<file path="config.mk">
export PLATFORM = sky130hd
export DESIGN_NAME = bit_serializer
export DESIGN_NICKNAME = d
export VERILOG_FILES = /design/src/rtl/bit_serializer.sv
export SDC_FILE = /design/constraint.sdc
export NUM_CORES = 1
export LEC_CHECK = 0
export ABC_AREA = 1
export BUFFER_PORTS_ARGS = -buffer_cell sky130_fd_sc_hd__buf_2
export CORE_ASPECT_RATIO = 1.4
export CORE_UTILIZATION = 60
export CTS_CLUSTER_SIZE = 40
export DETAILED_ROUTE_END_ITERATION = 10
export PLACE_DENSITY = 0.95
export SETUP_SLACK_MARGIN = 0.5
export SLEW_MARGIN = 20
export SYNTH_ARGS = -nofsm -noshare
export SYNTH_HDL_FRONTEND = slang
export SYNTH_SLANG_ARGS = --single-unit
export TNS_END_PERCENT = 5
</file>
<file path="constraint.sdc">
create_clock -name clk -period 4.4 [get_ports clk]
set_input_delay 0.88 -clock clk [delete_from_list [all_inputs] [get_ports clk]]
set_output_delay 0.88 -clock clk [all_outputs]
set_load 0.01 [all_outputs]
</file>
<file path="src/rtl/bit_serializer.sv">
// Serial front end for a WIDTH-to-1 bit mux: captures a word under valid/ready and
// emits bits in_len+1 times, stepping the mux select up (or down when MSB_FIRST).
module bit_serializer #(
  parameter int unsigned WIDTH     = 256,
  parameter int unsigned SEL_W     = 8,
  parameter bit          MSB_FIRST = 1'b0
) (
  input  logic             clk,
  input  logic             rst_n,
  input  logic [WIDTH-1:0] in_data,
  input  logic [SEL_W-1:0] in_len,
  input  logic             in_valid,
  output logic             in_ready,
  output logic             out_bit,
  output logic             out_valid,
  input  logic             out_ready,
  output logic             out_last,
  output logic [SEL_W-1:0] sel,
  output logic             busy
);

  typedef enum logic [0:0] {StIdle, StShift} state_e;

  state_e             state_q, state_d;
  logic [WIDTH-1:0]   word_q, word_d;
  logic [SEL_W-1:0]   sel_q, sel_d;
  logic [SEL_W-1:0]   len_q, len_d;
  logic [SEL_W-1:0]   last_idx;
  logic               accept;
  logic               beat;

  // Outputs decode registers only, except in_ready which looks through out_ready.
  always_comb begin
    out_valid = (state_q == StShift);
    busy      = out_valid;
    sel       = sel_q;
    out_bit   = out_valid & word_q[sel_q];
    last_idx  = MSB_FIRST ? '0 : len_q;
    out_last  = out_valid && (sel_q == last_idx);
    beat      = out_valid && out_ready;
    in_ready  = !out_valid || (out_last && out_ready);
    accept    = in_valid && in_ready;
  end

  always_comb begin
    state_d = state_q;
    word_d  = word_q;
    sel_d   = sel_q;
    len_d   = len_q;
    if (accept) begin
      state_d = StShift;
      word_d  = in_data;
      len_d   = in_len;
      sel_d   = MSB_FIRST ? in_len : '0;
    end else if (beat) begin
      if (out_last) begin
        state_d = StIdle;
      end else if (MSB_FIRST) begin
        sel_d = sel_q - SEL_W'(1);
      end else begin
        sel_d = sel_q + SEL_W'(1);
      end
    end
  end

  always_ff @(posedge clk or negedge rst_n) begin
    if (!rst_n) begin
      state_q <= StIdle;
      word_q  <= '0;
      sel_q   <= '0;
      len_q   <= '0;
    end else begin
      state_q <= state_d;
      word_q  <= word_d;
      sel_q   <= sel_d;
      len_q   <= len_d;
    end
  end

endmodule

</file>
==> key figures <==
Yosys
  – Synth Cell Area: between 10000 and 15000 um^2
  – Syn Nets: between 2000 and 2500
  – Register area share after synthesis: about 50%
  – Mean Syn Cell Area: between 7 and 8 um^2
  – Synth area leader: dfrtp_1
  – Synth Register Bits: between 200 and 300
  – Syn Inst Count: between 1500 and 2000
  – Asr flop ratio synth: 100.0%
  – Area share of the largest cell type after synthesis: 50.07%
  – EDFF count, synth: 0
  – Largest cells by area after synthesis: dfrtp_1 (50%), nand2_1 (10%), inv_1 (7.8%)
  – Yosys cell types: 28
  – Synth warn: 0
  – Synth cell count leaders: nand2_1 (379), inv_1 (285), nor2_1 (275), dfrtp_1 (273), o21ai_1 (181)
  – Ys flop type: dfrtp_1
  – Most common cell in the netlist: nand2_1

Detailed routing
  – Vias per inst: 5.536
  – Starting DRT DRC Count: between 1000 and 1500
  – WL final: slightly below 40 mm
  – Via Count: 12980
  – DRC viols: 0
  – Antenna-violating nets left: 0
  – Drt pass-1 iters: 6
  – DR WL/cell: around 17 um

Timing
  – Final period utilization: between 80 and 90%
  – Max Fclk: 0.2621 GHz
  – WHS: ~0.4 ns
  – Clk_skew: 0.009263 ns
  – Worst-margin pin slew: 0.9784 ns
  – RSZ-0062 raised after global routing: no
  – Final setup viols: 0
  – Min Tclk post-route: between 3 and 4 ns
  – Hold Fails Final Rpt: 0
  – Setup ws final: 0.5846 ns
  – Relative slew slack: a little over a third
  – Final Max Slew Viols: 0
  – Final TNS setup: 0 ns

Floorplan
  – Initial Utilization: 61.74%
  – Die height: 180.4 um
  – Die area: 23360 um^2
  – Core ar.: approximately 22000 um^2
  – Number of I/O pins: between 200 and 300
  – Die span in x: ~130 um
  – Row cnt: 64

Power and ir drop
  – Combinational Power Share: between 20 and 30%
  – Sw Share: about 34%
  – Cell Int Power: 4.854 mW
  – Clk pwr share: slightly above 30%
  – Sequential share of power: between 30% and 40%
  – Worst VDD drop: approximately 0.34 mV
  – Pwr per Cell Area: 458.7 nW/um^2
  – Leakage: between 8 and 9 nW
  – P_sw: 2.539 mW

Finish
  – Layout area overhead: 18.13%
  – Layout Nets: about 2300
  – Fillcell total: 1644
  – Layout cells sized above 1: between 10% and 20%

Clock tree
  – Root buf cell: clkbuf_16
  – CTS hold repair buffers: 0
  – Clk Latency, worst-skew pair: 0.53 ns
  – CTS buffer count: 26
  – Clock Tree Buf Depth: 3
  – CTS tree: built
  – CTS Sinks: 273
  – H-tree depth: 1
  – Reg clk slew, reported paths: approximately 0.06 ns

Setup path
  – Reg2reg setup slack: 1.24 ns
  – Critical path arrival: between 2 and 3 ns
  – CP required: ~3.5 ns
  – CP Launch Point: sel[1]
  – FF-to-FF Start: sel[0]
  – Register-to-Register Path Depth: 10
  – Crit path capture type: output port
  – Critical path class: flip-flop to output port
  – Reg2reg end: word_q[165]
  – Setup crit end: out_bit
  – CP Launch Type: flip-flop
  – CP Max Fanout: 60

Global routing
  – Largest net degree at the start of global routing: 163
  – Global-route usage over all layers: between 30% and 40%
  – Antenna violations before repair: 3
  – Vias in the first global route: approximately 13000
  – GRT overflow: 0
  – First-pass GRT wire length: about 61 mm

Job
  – Max-Cap Viols: 0

Worst hold path
  – Hold/Removal Path Class: input port to async pin

Placement
  – IO buf count: between 200 and 300
  – Dpl ws: between 0.9 and 1 ns
  – Routability cong.: 0.8660
  – DPL Wire Length: between 20 and 30 mm

Run status
  – Run status: finished clean
-- stage by stage --
stage          std cells  util, %  cell area, um^2  power [mW]
6_report            2344    72.93            16120       7.393
5_1_grt             2343    72.92            16120       7.750
4_1_cts             2336    72.51            16030       7.316
3_5_place_dp        2293    68.57            15150       5.043
3_3_place_gp        2293    68.57            15150       4.983
2_1_floorplan       1806        -            13640       4.241
-- repair_timing --
action / in CTS / in global routing
gates resized for setup: 1 / 4
buffers inserted: 1 / 4
pin swaps: 0 / 0
setup endpoints to repair: 1 / 1
cloned: 0 / 1
-- logic make-up after synthesis --
| logic type | after synthesis | share of synthesized area, % |
|---|---|---|
| and+or+nand+nor | 730 | 21.05 |
| buffers and inverters | 399 | 12.04 |
| AOI/OAI and AO/OA | 396 | 16.30 |
| DFF | 273 | 50.07 |
| xor gates and xnor gates | 7 | 0.4493 |
| adders and majority gates | 1 | 0.09169 |
-- flip-flops by register name, summed over array words and instances, names as in the netlist --
register / flops
sel: 8
word_q: 256
busy: 1
last_idx: 8
-- cell type report --
cell class                 instances  area (um^2)  share of cell area [%]
multi-input combinational       1134         5180                   32.14
inverter                         288         1089                   6.754
clock inverter                     6        82.58                  0.5123
antenna                            3        7.507                 0.04658
tap                              297        371.6                   2.306
sequential                       273         6839                   42.43
timing repair buffer             307         1779                   11.04
clock buffer                      36        769.5                   4.774
-- per-layer routing --
metal	track usage, %	vias up	wire, um
li1	-	6038	-
met1	41.33	6019	14510
met2	55.35	731	18780
met3	5.077	187	3045
met4	19.91	2	2457
met5	0	-	12
-- critical path, cell delays in order, from the launching register on --
cell and delay (ns):
dfrtp_4 0.45, buf_6 0.41, o21ai_0 0.25, o21ai_1 0.33, nand2_1 0.09, nand2_1 0.07, nor2_1 0.05, nand2_1 0.07
nand3_1 0.08, nand2_1 0.07, nand3_1 0.06, a21oi_1 0.25, buf_2 0.19
-- cell usage in the layout (no fill, tap or decap), drive strengths merged --
master,n
diode,3
nor2,275
bufinv,2
nand3,65
nand2,379
xor2,6
buf,306
nand4,2
o22ai,1
clkbuf,37
clkinv,5
and2,1
nor4,3
a21oi,104
a21boi,1
clkinvlp,2
nand3b,5
dfrtp,273
o211ai,20
xnor2,1
ha,1
o21ai,270
inv,285
-- worst min-delay path by stage --
| stage | start | endpoint | slack, ns | cells past startpoint |
|---|---|---|---|---|
| after global routing | word_q[88] | word_q[88] | 0.50 | 2 |
| after detailed placement | word_q[70] | word_q[70] | 0.47 | 2 |
| after CTS | rst_n | word_q[80] | 0.47 | 1 |
| final | rst_n | word_q[80] | 0.40 | 1 |
| after global placement | word_q[70] | word_q[70] | 0.47 | 2 |
| after floorplan | word_q[101] | word_q[101] | 0.45 | 2 |
-- power by group through the flow --
stage | Clock (mW) | Sequential (mW) | Combinational (mW)
final | 2.27 | 2.94 | 2.19
after CTS | 2.28 | 2.93 | 2.10
after detailed placement | 0 | 2.98 | 2.06
after global placement | 0 | 2.96 | 2.02
after floorplan | 0 | 2.92 | 1.32
after global routing | 2.39 | 2.96 | 2.41
(Power assumes the default switching activity.)
